==> config.mk <==
export PLATFORM = sky130hd
export DESIGN_NAME = imem_boot_loader_flat
export DESIGN_NICKNAME = d
export VERILOG_FILES = /design/src/rtl/mips_pkg.sv /design/src/rtl/imem_boot_loader_if.sv /design/src/rtl/byte_to_word_packer.sv /design/src/rtl/imem_boot_loader.sv /design/src/flat_wrapper.sv
export SDC_FILE = /design/constraint.sdc
export NUM_CORES = 1
export LEC_CHECK = 0
export ABC_AREA = 1
export BUFFER_PORTS_ARGS = -buffer_cell sky130_fd_sc_hd__buf_2
export CORE_ASPECT_RATIO = 0.9
export CORE_MARGIN = 4
export CORE_UTILIZATION = 39
export CTS_CLUSTER_SIZE = 20
export DETAILED_ROUTE_END_ITERATION = 10
export SYNTH_ARGS = -nofsm -noshare
export SYNTH_HDL_FRONTEND = slang
export SYNTH_SLANG_ARGS = --single-unit
==> constraint.sdc <==
create_clock -name CLOCK_50 -period 2.65 [get_ports CLOCK_50]
set_input_delay 0.53 -clock CLOCK_50 [delete_from_list [all_inputs] [get_ports CLOCK_50]]
set_output_delay 0.53 -clock CLOCK_50 [all_outputs]
set_load 0.01 [all_outputs]
==> src/rtl/mips_pkg.sv <==
// Shared definitions for the instruction-memory boot loader.
//   load_state_t   : loader FSM states
//   WORD_BYTES     : bytes per instruction word
//   IMEM_BASE      : default byte address of the first written word
//   MAX_WORDS_DEF  : default largest accepted image length in words
//   state_accepts(): 1 for the states in which a byte may be taken
package mips_pkg;

  localparam int          WORD_BYTES    = 4;
  localparam logic [31:0] IMEM_BASE     = 32'h0000_0000;
  localparam int          MAX_WORDS_DEF = 256;

  typedef enum logic [2:0] {
    S_LEN_HI,
    S_LEN_LO,
    S_DATA,
    S_WRITE,
    S_CSUM,
    S_DONE,
    S_ERR
  } load_state_t;

  function automatic logic state_accepts(load_state_t s);
    return (s == S_LEN_HI) || (s == S_LEN_LO) || (s == S_DATA) || (s == S_CSUM);
  endfunction

endpackage

==> src/rtl/imem_boot_loader_if.sv <==
// Byte-stream input and instruction-memory write port of the boot loader.
//   rx_valid   : byte source has a byte
//   rx_data    : byte value
//   rx_ready   : loader takes the byte this cycle
//   imem_we    : one-cycle write strobe per word
//   imem_addr  : word-aligned byte address of the write
//   imem_wdata : word to write
// slave  : the loader (consumes bytes, produces writes)
// master : the environment (byte source + instruction memory)
interface imem_boot_loader_if;

  logic        rx_valid;
  logic [7:0]  rx_data;
  logic        rx_ready;
  logic        imem_we;
  logic [31:0] imem_addr;
  logic [31:0] imem_wdata;

  modport slave (
    input  rx_valid,
    input  rx_data,
    output rx_ready,
    output imem_we,
    output imem_addr,
    output imem_wdata
  );

  modport master (
    output rx_valid,
    output rx_data,
    input  rx_ready,
    input  imem_we,
    input  imem_addr,
    input  imem_wdata
  );

endinterface

==> src/rtl/byte_to_word_packer.sv <==
// Assembles big-endian 32-bit words from a byte stream.
//   clk        : clock, rising edge
//   reset      : synchronous, active-high
//   byte_valid : shift byte_data in this cycle
//   byte_data  : incoming byte
//   word       : current shift register contents (first byte ends in [31:24])
//   word_valid : combinational, high on the cycle the 4th byte of a word is shifted
module byte_to_word_packer (
  input  logic        clk,
  input  logic        reset,
  input  logic        byte_valid,
  input  logic [7:0]  byte_data,
  output logic [31:0] word,
  output logic        word_valid
);

  logic [31:0] shift_q;
  logic [1:0]  cnt_q;

  // The counter wraps after every 4th byte, so a new word always starts aligned.
  assign word_valid = byte_valid && (cnt_q == 2'd3);
  assign word       = shift_q;

  always_ff @(posedge clk) begin
    if (reset) begin
      shift_q <= 32'h0;
      cnt_q   <= 2'd0;
    end else if (byte_valid) begin
      shift_q <= {shift_q[23:0], byte_data};
      cnt_q   <= cnt_q + 2'd1;
    end
  end

endmodule

==> src/rtl/imem_boot_loader.sv <==
// Fills instruction memory from a length-prefixed big-endian byte stream and
// holds the CPU in reset until the image is complete.
// Ports:
//   CLOCK_50     : system clock, rising edge
//   reset        : synchronous, active-high
//   bus          : imem_boot_loader_if.slave (byte stream in, imem writes out)
//   cpu_hold     : keeps the CPU/PC in reset while high
//   load_done    : image loaded, sticky until reset
//   load_err     : protocol error, sticky until reset
//   words_loaded : words written so far
// Build option: IMEM_BOOT_CHECKSUM_EN adds a trailing checksum byte; the 8-bit
// sum of every transferred byte (header, data, checksum) must be zero.
//
// state    | meaning
// S_LEN_HI | waiting for length high byte
// S_LEN_LO | waiting for length low byte, range check
// S_DATA   | collecting the 4 bytes of a word
// S_WRITE  | one-cycle imem write strobe, rx_ready low
// S_CSUM   | waiting for checksum byte (checksum build only)
// S_DONE   | image loaded, CPU released
// S_ERR    | protocol error, CPU held
module imem_boot_loader
  import mips_pkg::*;
#(
  parameter logic [31:0] BASE_ADDR = IMEM_BASE,
  parameter int          MAX_WORDS = MAX_WORDS_DEF
) (
  input  logic                CLOCK_50,
  input  logic                reset,
  imem_boot_loader_if.slave   bus,
  output logic                cpu_hold,
  output logic                load_done,
  output logic                load_err,
  output logic [15:0]         words_loaded
);

  localparam logic [15:0] MAX_LEN = 16'(MAX_WORDS);

`ifdef IMEM_BOOT_CHECKSUM_EN
  localparam load_state_t S_END = S_CSUM;
`else
  localparam load_state_t S_END = S_DONE;
`endif

  load_state_t state_q, state_d;
  logic        rx_ready_q;
  logic [15:0] length_q, length_d;
  logic [15:0] words_q;
  logic        xfer;
  logic        pack_valid;
  logic        word_valid;
  logic [31:0] word;
  logic [15:0] len_full;
  logic        last_word;

  assign xfer       = bus.rx_valid && rx_ready_q;
  assign pack_valid = xfer && (state_q == S_DATA);
  assign len_full   = {length_q[15:8], bus.rx_data};
  assign last_word  = ((words_q + 16'd1) == length_q);

  byte_to_word_packer u_packer (
    .clk        (CLOCK_50),
    .reset      (reset),
    .byte_valid (pack_valid),
    .byte_data  (bus.rx_data),
    .word       (word),
    .word_valid (word_valid)
  );

`ifdef IMEM_BOOT_CHECKSUM_EN
  logic [7:0] sum_q;
  logic [7:0] sum_next;

  assign sum_next = sum_q + bus.rx_data;

  always_ff @(posedge CLOCK_50) begin
    if (reset) begin
      sum_q <= 8'h00;
    end else if (xfer) begin
      sum_q <= sum_next;
    end
  end
`endif

  always_comb begin
    state_d  = state_q;
    length_d = length_q;
    case (state_q)
      S_LEN_HI: begin
        if (xfer) begin
          length_d[15:8] = bus.rx_data;
          state_d        = S_LEN_LO;
        end
      end
      S_LEN_LO: begin
        if (xfer) begin
          length_d[7:0] = bus.rx_data;
          if (len_full > MAX_LEN) begin
            state_d = S_ERR;
          end else if (len_full == 16'd0) begin
            state_d = S_END;
          end else begin
            state_d = S_DATA;
          end
        end
      end
      S_DATA: begin
        if (word_valid) begin
          state_d = S_WRITE;
        end
      end
      S_WRITE: begin
        state_d = last_word ? S_END : S_DATA;
      end
      S_CSUM: begin
`ifdef IMEM_BOOT_CHECKSUM_EN
        if (xfer) begin
          state_d = (sum_next == 8'h00) ? S_DONE : S_ERR;
        end
`else
        state_d = S_ERR;
`endif
      end
      S_DONE:  state_d = S_DONE;
      S_ERR:   state_d = S_ERR;
      default: state_d = S_ERR;
    endcase
  end

  // rx_ready is registered from the next state so it always matches the state
  // it is seen with, except for the single cycle right after reset.
  always_ff @(posedge CLOCK_50) begin
    if (reset) begin
      state_q    <= S_LEN_HI;
      rx_ready_q <= 1'b0;
      length_q   <= 16'd0;
      words_q    <= 16'd0;
    end else begin
      state_q    <= state_d;
      rx_ready_q <= state_accepts(state_d);
      length_q   <= length_d;
      if (state_q == S_WRITE) begin
        words_q <= words_q + 16'd1;
      end
    end
  end

  assign bus.rx_ready   = rx_ready_q;
  assign bus.imem_we    = (state_q == S_WRITE);
  assign bus.imem_addr  = BASE_ADDR + {14'd0, words_q, 2'b00};
  assign bus.imem_wdata = word;

  assign cpu_hold     = (state_q != S_DONE);
  assign load_done    = (state_q == S_DONE);
  assign load_err     = (state_q == S_ERR);
  assign words_loaded = words_q;

endmodule

==> src/flat_wrapper.sv <==
// flat-port wrapper written by rule: the top's interface ports become plain ports
module imem_boot_loader_flat import mips_pkg::*;
#(
  parameter logic [31:0] BASE_ADDR = IMEM_BASE,
  parameter int          MAX_WORDS = MAX_WORDS_DEF
)
  (CLOCK_50, reset, cpu_hold, load_done, load_err, words_loaded, bus_rx_valid, bus_rx_data, bus_rx_ready, bus_imem_we, bus_imem_addr, bus_imem_wdata);
  imem_boot_loader_if bus_i ();
  input  logic CLOCK_50;
  input  logic reset;
  output logic cpu_hold;
  output logic load_done;
  output logic load_err;
  output logic [15:0] words_loaded;
  input wire logic [$bits(bus_i.rx_valid)-1:0] bus_rx_valid;
  input wire logic [$bits(bus_i.rx_data)-1:0] bus_rx_data;
  output wire logic [$bits(bus_i.rx_ready)-1:0] bus_rx_ready;
  output wire logic [$bits(bus_i.imem_we)-1:0] bus_imem_we;
  output wire logic [$bits(bus_i.imem_addr)-1:0] bus_imem_addr;
  output wire logic [$bits(bus_i.imem_wdata)-1:0] bus_imem_wdata;
  assign bus_i.rx_valid = bus_rx_valid;
  assign bus_i.rx_data = bus_rx_data;
  assign bus_rx_ready = bus_i.rx_ready;
  assign bus_imem_we = bus_i.imem_we;
  assign bus_imem_addr = bus_i.imem_addr;
  assign bus_imem_wdata = bus_i.imem_wdata;
  imem_boot_loader #(.BASE_ADDR(BASE_ADDR), .MAX_WORDS(MAX_WORDS)) u_core (.CLOCK_50(CLOCK_50), .reset(reset), .bus(bus_i), .cpu_hold(cpu_hold), .load_done(load_done), .load_err(load_err), .words_loaded(words_loaded));
endmodule
==> results of run 1 <==
## cells in the mapped netlist (all sizes together)
cell type / instances
o21a: 1
clkbuf: 18
buf: 32
nor4: 2
nor2: 106
ha: 2
a21oi: 28
a211oi: 1
nor3: 3
nand3b: 2
dfxtp: 70
inv: 59
clkinv: 1
o21ai: 63
nand4: 5
conb: 1
xnor3: 2
o211ai: 6
xnor2: 1
nand2: 87
nand3: 35
xor2: 3
and2: 1
## cell type report
type | count | area share
clock buffer | 9 | 0.0299
clock inverter | 7 | 0.0215
inverter | 60 | 0.0544
multi-input combinational | 364 | 0.412
sequential | 70 | 0.338
tap | 119 | 0.0360
timing repair buffer | 86 | 0.108
## through the flow
step,area [µm²],hold WS (ns)
after detailed placement,3930,0.477
after global placement,3930,0.462
after CTS,4140,0.447
after global routing,4140,0.458
after floorplan,3630,0.444
final,4140,0.456
## flip-flops by register name, indices dropped and copies added, names as in the netlist
signal                 cells
u_core.words_loaded       16
u_core.u_packer.cnt_q      2
u_core.bus.rx_ready        1
u_core.state_q             3
u_core.length_q           16
u_core.u_packer.word      32
## report_power, final
part           switching [mW]  internal (mW)  leakage [nW]  total, mW
clock network           0.479          0.461         0.106      0.940
logic                   0.155         0.0862          1.46      0.241
registers              0.0278           1.09         0.567       1.12
## how the worst min path moves through the flow
stage	startpoint	end	slack [ns]	cells after the start
2_1_floorplan	u_core.length_q[6]	u_core.length_q[6]	0.44	2
3_3_place_gp	u_core.length_q[6]	u_core.length_q[6]	0.46	2
3_5_place_dp	u_core.length_q[6]	u_core.length_q[6]	0.48	2
4_1_cts	bus_rx_data[2]	u_core.u_packer.word[2]	0.45	3
5_1_grt	bus_rx_data[5]	u_core.u_packer.word[5]	0.46	3
6_report	bus_rx_data[2]	u_core.u_packer.word[2]	0.46	3
## routing by layer
layer,part of all wire,global-route usage
met5,0,0
met4,0.014,0.0515
met3,0.051,0.0432
met2,0.46,0.274
met1,0.47,0.230
## kinds of logic (layout without fill, tap and decap cells)
family                   Yosys count  count (layout)  synth area share
other                              1              16           0.00105
adder cells (fa/ha/maj)            2               2           0.00700
AO/OA/AOI/OAI                     99              99             0.144
AND/OR/NAND/NOR                  241             241             0.284
XOR/XNOR                           6               6            0.0224
buffers and inverters            110             162             0.149
flip-flops                        70              70             0.392
## worst reg2reg max path: cells and delay by family, from the launching register on
family	cells	cell delay, ns
fa+ha+maj	1	0.24
simple gates	13	1.47
flops	1	0.44
==> results.ini, run 1 <==
[die]
die_h_um=98.8
pin_count=96
core_area_um2=8770
die-area_um2=10800
num_rows=32
die_w_um=109
start_util=0.408

[setup_path]
slowest_stage=dfxtp_1
endpoint=u_core.bus.rx_ready
crit_buf_inv=0
endpoint_kind=register
cpPeakStageDelay_ns=0.44
rr_startpoint=u_core.words_loaded[0]
cp_num_cells=14
rrSetupSlack_ns=0.39
cp_max_fo=6
cp-startpoint=u_core.words_loaded[0]
required_ns=2.90
cpMostUsedCell=nand3_1
cp_top_family=simple AND/OR/NAND/NOR gates
r2r_end=u_core.bus.rx_ready
path_class=reg2reg
reg2reg_depth=14
arrival_ns=2.51
startpoint_type=register
crit_chain=ha_1 -> nand3_1 -> nor2_1 -> nand2_1 -> nand3_1 -> nand2_1 -> nor2_1 -> nand3_1 -> nor2_2 -> nand3_1 -> nand3_1 -> nand2_1 -> nand2_1 -> nor2_1

[pwr]
powerDensity_nw_per_um2=555
max-vdd-ir-drop_uv=266
power_leakage_nw=2.14
p_total_mw=2.30

[placement]
numPortBuffers=79
dp.cells=699
preCtsSetupSlack_ns=0.465
dpl.hpwl_um=6720
place.gp.congestion=0.847

[min_path]
holdCritPathClass=in2reg

[logic_synthesis]
netlist-cell-type-count=29
synth_warnings=0
seq_area_frac_synth=0.392
yosys.area.top_type=dfxtp_1
ys_ff_latch=70
syn_area_um2=3570
synth_top_area_frac=0.392
netlist_top_cells_area=dfxtp_1 39%, nor2_1 11%, nand2_1 8.7%, o21ai_0 8.5%, buf_4 6.7%
syn_inst=529
syn_area_per_cell_um2=6.76

[global_route]
grt_pass1_wl_um=14900
grt_usage=0.173
grt_start_max_net_pins=38
grt_pass1_vias=3162
gr-total-overflow=0
antenna_found_initial=0

[sta]
rsz0062_at_grt=no
max_slew_margin=0.367
tightest_slew_ns=0.949
fin_ws_ns=0.387
max_freq_mhz=442
skew_ns=0.0105
finalCritPeriodShare=0.854
fin_crit_ns=2.26
drv_slew=0
finalSetupViolCount=0
finalSetupTns_ns=0
hold_viol_final=0

[layout]
multi_input_area_um2=1710
fill_cells=907
final_layout_size_suffix_gt1_frac=0.196
utilization=0.472
register_area_um2=1400
mostFrequentLayoutCells=100 x nor2_1, 83 x nand2_1, 79 x buf_2
finalNetCount=604
num_antenna_cells=0
instances_no_fill=715
layout_commonest_cell=nor2_1
area_growth_pct=15.9

[detailed_routing]
postRouteWirelength_um=9110
routed_via_density=4.83
drtIter0Drc=198
dr_total_vias=3457
wl_per_cell_um=12.7
detail-route-antenna-nets=0
drc_errors=0
first_pass_iters=5

[cts]
cts-htree-levels=3
root_buffer=clkbuf_8
cts.sinks=70
insertion_delay_ns=0.35
cts_max_path_buffers=2
postCtsSetupRepairBufs=0
cts.repair.resized=0
cts_buffers=9
cts_tree=yes
cts.clk_slew.worst_paths_ns=0.09
cts_hold_buf=0

[run_status]
status=finished clean

[run]
maxCapViolations=0

(Power assumes the default switching activity.)
==> run 2, diff against run 1 <==
- BUFFER_PORTS_ARGS: -buffer_cell sky130_fd_sc_hd__buf_2 -> -buffer_cell sky130_fd_sc_hd__buf_4
==> run 2 against run 1 <==
Effect of this change: critical path depth stayed put; sequential share of layout area is 1.8 points lower; final cell count unchanged; worst hold slack got worse by 0.0085 ns; sequential power is essentially flat.
==> results.ini, run 2 (synthesized netlist as in run 1, its figures left out) <==
[die]
die_h_um=98.8
pin_count=96
die-area_um2=10800
num_rows=32
start_util=0.408
core_area_um2=8770
die_w_um=109

[layout]
num_antenna_cells=0
instances_no_fill=715
final_layout_size_suffix_gt1_frac=0.198
area_growth_pct=22.5
layout_commonest_cell=nor2_1
utilization=0.499
finalNetCount=604
mostFrequentLayoutCells=99 x nor2_1, 86 x buf_4, 83 x nand2_1
fill_cells=905
largest_reg_flops=32

[detailed_routing]
first_pass_iters=4
postRouteWirelength_um=9170
drtIter0Drc=196
drc_errors=0
dr_total_vias=3449
wl_per_cell_um=12.8
detail-route-antenna-nets=0
routed_via_density=4.82

[sta]
drv_slew=0
finalSetupViolCount=0
max_freq_mhz=440
skew_ns=0.0128
tightest_slew_ns=0.539
hold_viol_final=0
max_slew_margin=0.640
fin_ws_ns=0.377
fin_crit_ns=2.27
finalSetupTns_ns=0
finalCritPeriodShare=0.858
rsz0062_at_grt=no

[global_route]
grt_pass1_wl_um=15500
grt_pass1_vias=3159
grt_start_max_net_pins=38
antenna_found_initial=0
grt_usage=0.178
gr-total-overflow=0

[min_path]
min_to=u_core.length_q[2]
holdCritPathClass=in2reg
hp-start=bus_rx_data[2]
min_path_cells=3

[cts]
insertion_delay_ns=0.35
cts_tree=yes
root_buffer=clkbuf_8
cts.clk_slew.worst_paths_ns=0.08
cts.sinks=70
cts_max_path_buffers=2
cts-htree-levels=3
cts_hold_buf=0
cts_buffers=9

[setup_path]
r2r_end=u_core.bus.rx_ready
required_ns=2.89
crit_buf_inv=0
crit_chain=ha_1 -> nand3_1 -> o21ai_0 -> nand2_1 -> nand2_1 -> nand2_1 -> nor2_1 -> nand3_1 -> nor2_2 -> nand3_1 -> nand3_1 -> nor2_1 -> nor2_1 -> nor2_1
startpoint_type=register
cpPeakStageDelay_ns=0.45
cp_top_family=simple AND/OR/NAND/NOR gates
endpoint_kind=register
rrSetupSlack_ns=0.38
slowest_stage=dfxtp_1
reg2reg_depth=14
cp_max_fo=6
rr_startpoint=u_core.words_loaded[0]
arrival_ns=2.51
path_class=reg2reg

[placement]
preCtsSetupSlack_ns=0.413
numPortBuffers=79
place.gp.congestion=0.856
dp.cells=699
dpl.hpwl_um=6770

[pwr]
p_total_mw=2.46
max-vdd-ir-drop_uv=234
powerDensity_nw_per_um2=561
power_leakage_nw=2.16

[run_status]
status=finished clean

[run]
maxCapViolations=0

-- run 2: routing by layer --
layer  wire length (µm)  GRT usage  up-vias
met5                  0          0        -
met1               4220      0.245     1577
met3                574     0.0465        5
met4                 72     0.0437        0
met2               4300      0.278       99
li1                   -          -     1768
-- run 2: worst register-to-register path: stages, from the launching register on --
cell and delay [ns]:
dfxtp_1 0.45, ha_1 0.25, nand3_1 0.17, o21ai_0 0.29, nand2_1 0.11, nand2_1 0.07
nand2_1 0.05, nor2_1 0.08, nand3_1 0.12, nor2_2 0.15, nand3_1 0.11, nand3_1 0.14
nor2_1 0.05, nor2_1 0.10, nor2_1 0.05
-- run 2: worst max-delay path by stage --
stage | from | end | cells after the start
after floorplan | u_core.words_loaded[0] | u_core.bus.rx_ready | 12
after global placement | u_core.words_loaded[0] | u_core.bus.rx_ready | 14
after detailed placement | u_core.words_loaded[0] | u_core.bus.rx_ready | 14
after CTS | u_core.words_loaded[0] | u_core.bus.rx_ready | 14
after global routing | u_core.words_loaded[0] | u_core.bus.rx_ready | 14
final | u_core.words_loaded[0] | u_core.bus.rx_ready | 14
-- run 2: per-stage QoR --
stage               hold WS, ns  cell area (µm²)
detailed placement        0.464             4130
global placement          0.459             4130
floorplan                 0.444             3630
global route              0.441             4380
CTS                       0.432             4380
finish                    0.447             4380
-- run 2: timing repair --
item | 4_1_cts | 5_1_grt
resized for setup | 0 | 1
buffers inserted | 0 | 0
setup endpoints to repair | 0 | 1
-- run 2: area by class of cell --
| class | instances | area, µm² | share of cell area |
|---|---|---|---|
| clock inverter | 7 | 125 | 0.0286 |
| sequential | 70 | 1400 | 0.320 |
| multi-input combinational | 364 | 1710 | 0.390 |
| clock buffer | 9 | 124 | 0.0283 |
| timing repair buffer | 86 | 646 | 0.147 |
| inverter | 60 | 225 | 0.0514 |
| tap | 119 | 149 | 0.0340 |
-- run 2: power by group --
part           total [mW]  internal, mW  switching [mW]
sequential           1.12          1.09          0.0284
clock                1.08         0.639           0.444
combinational       0.256         0.101           0.155
total                2.46          1.83           0.627
==> run 3, diff against run 2 <==
- ABC_AREA: 1 -> not set
==> run 3 against run 2 <==
Effect of this change: clock power shrank 26%; final area shrank 4.8%; synthesized area shrank 3.3%; combinational power grew 3%; register-to-register slack lost 0.03 ns; largest power group unchanged; critical path depth shrank 8; clock skew shrank 0.0028 ns.
==> results.ini, run 3 <==
[sta]
skew_ns=0.0101
finalSetupTns_ns=0
tightest_slew_ns=0.576
max_freq_mhz=435
drv_slew=0
max_slew_margin=0.612
fin_ws_ns=0.350
hold_viol_final=0
finalSetupViolCount=0
rsz0062_at_grt=no
finalCritPeriodShare=0.868
fin_crit_ns=2.30

[global_route]
antenna_found_initial=0
grt_start_max_net_pins=56
grt_pass1_wl_um=13300
gr-total-overflow=0
grt_usage=0.157
grt_pass1_vias=2677

[logic_synthesis]
seq_area_frac_synth=0.405
syn_inst=427
netlist_top_cells_area=dfxtp_1 41%, nand2_1 11%, buf_4 7.8%, a21oi_1 7.1%, xnor2_1 4.6%
yosys-top-cells-count=99 x nand2_1, 70 x dfxtp_1, 49 x a21oi_1, 36 x buf_4, 27 x nor2_1
synth_flop_cell=dfxtp_1
async_flop_share=0
synth_most_common_cell=nand2_1
netlist-cell-type-count=43
synth-edff-count=0
syn_area_per_cell_um2=8.10
synth_warnings=0
ys_ff_latch=70
syn_area_um2=3460
yosys.area.top_type=dfxtp_1
synth_top_area_frac=0.405

[run]
maxCapViolations=0

[setup_path]
arrival_ns=2.54
cp_max_fo=14
cpPeakStageDelay_ns=0.56
required_ns=2.89
crit_chain=and4_1 -> nand4_4 -> o31a_1 -> a221oi_2 -> o2111ai_2 -> a22o_1
cp_top_family=compound AO/OA/AOI/OAI gates
path_class=reg2reg
endpoint_kind=register
crit_buf_inv=0
startpoint_type=register
slowest_stage=dfxtp_1

[die]
die-area_um2=10400
num_rows=32
pin_count=96
core_area_um2=8610
die_h_um=97.3
die_w_um=107
start_util=0.402

[cts]
cts_hold_buf=0
cts_buffers=9
cts.clk_slew.worst_paths_ns=0.09
cts.sinks=70
root_buffer=clkbuf_8
postCtsSetupRepairBufs=0
cts_tree=yes
cts_max_path_buffers=2
insertion_delay_ns=0.35
cts-htree-levels=3
cts.repair.resized=0

[pwr]
power_leakage_nw=1.70
p_total_mw=2.18
powerDensity_nw_per_um2=523
max-vdd-ir-drop_uv=234

[layout]
utilization=0.484
final_layout_size_suffix_gt1_frac=0.241
instances_no_fill=608
largest_reg_flops=32
num_antenna_cells=0
mostFrequentLayoutCells=99 x nand2_1, 88 x buf_4, 70 x dfxtp_1
finalNetCount=497
area_growth_pct=20.5
layout_commonest_cell=nand2_1

[placement]
preCtsSetupSlack_ns=0.380
numPortBuffers=79
dpl.hpwl_um=5910
dp.cells=592
place.gp.congestion=0.807

[detailed_routing]
dr_total_vias=3017
postRouteWirelength_um=8120
detail-route-antenna-nets=0
drtIter0Drc=116
drc_errors=0
first_pass_iters=6
routed_via_density=4.96
wl_per_cell_um=13.4

[min_path]
holdCritPathClass=in2reg

[run_status]
status=finished clean

## run 3: kinds of logic (layout without fill, tap and decap cells)
logic type / after synthesis / in the layout / synth area share
simple gates: 183 / 183 / 0.251
flops: 70 / 70 / 0.405
compound gates: 66 / 66 / 0.113
buf+inv: 63 / 110 / 0.109
xor+xnor: 34 / 34 / 0.0905
mux: 8 / 8 / 0.0232
fa+ha+maj: 2 / 2 / 0.00724
other cells: 1 / 16 / 0.00108
## run 3: worst register-to-register path, cell delays in order, from the launching register on
cell       delay (ns)
dfxtp_1          0.56
and4_1           0.37
nand4_4          0.17
o31a_1           0.30
a221oi_2         0.33
o2111ai_2        0.20
a22o_1           0.27
## run 3: power by group
group	switching [mW]	internal (mW)	leakage (nW)
Combinational	0.150	0.113	1.05
Clock	0.447	0.349	0.0789
Sequential	0.0366	1.08	0.566
Total	0.633	1.54	1.70
## run 3: metrics by stage
| stage | hold slack (ns) | cell area (µm²) |
|---|---|---|
| 2_1_floorplan | 0.440 | 3510 |
| 3_3_place_gp | 0.445 | 3990 |
| 3_5_place_dp | 0.450 | 3990 |
| 4_1_cts | 0.427 | 4170 |
| 5_1_grt | 0.427 | 4170 |
| 6_report | 0.444 | 4170 |
## run 3: layout make-up
type,count,area [µm²]
clock inverters,7,56.3
well taps,119,149
repair buffers,89,681
flip-flops and latches,70,1400
fillers,875,4440
multi-input cells,309,1740
clock buffers,9,124
inverters,5,18.8
## run 3: layer usage
| metal | share of wire | wire length (µm) | GRT usage | vias to the layer above |
|---|---|---|---|---|
| li1 | - | - | - | 1500 |
| met1 | 0.47 | 3820 | 0.214 | 1427 |
| met2 | 0.46 | 3740 | 0.242 | 82 |
| met3 | 0.057 | 463 | 0.0419 | 8 |
| met4 | 0.013 | 104 | 0.0452 | 0 |
| met5 | 0 | 0 | 0 | - |
## run 3: path summary, 6_finish.rpt
| kind | start | to | slack [ns] | cells after the start |
|---|---|---|---|---|
| worst max-delay path | u_core.words_loaded[4] | u_core.bus.rx_ready | 0.35 | 6 |
| worst max register to register | u_core.words_loaded[4] | u_core.bus.rx_ready | 0.35 | 6 |
| worst min register to register | u_core.u_packer.word[28] | u_core.u_packer.word[28] | 0.46 | 2 |
| worst min-delay path | bus_rx_data[0] | u_core.length_q[8] | 0.44 | 3 |
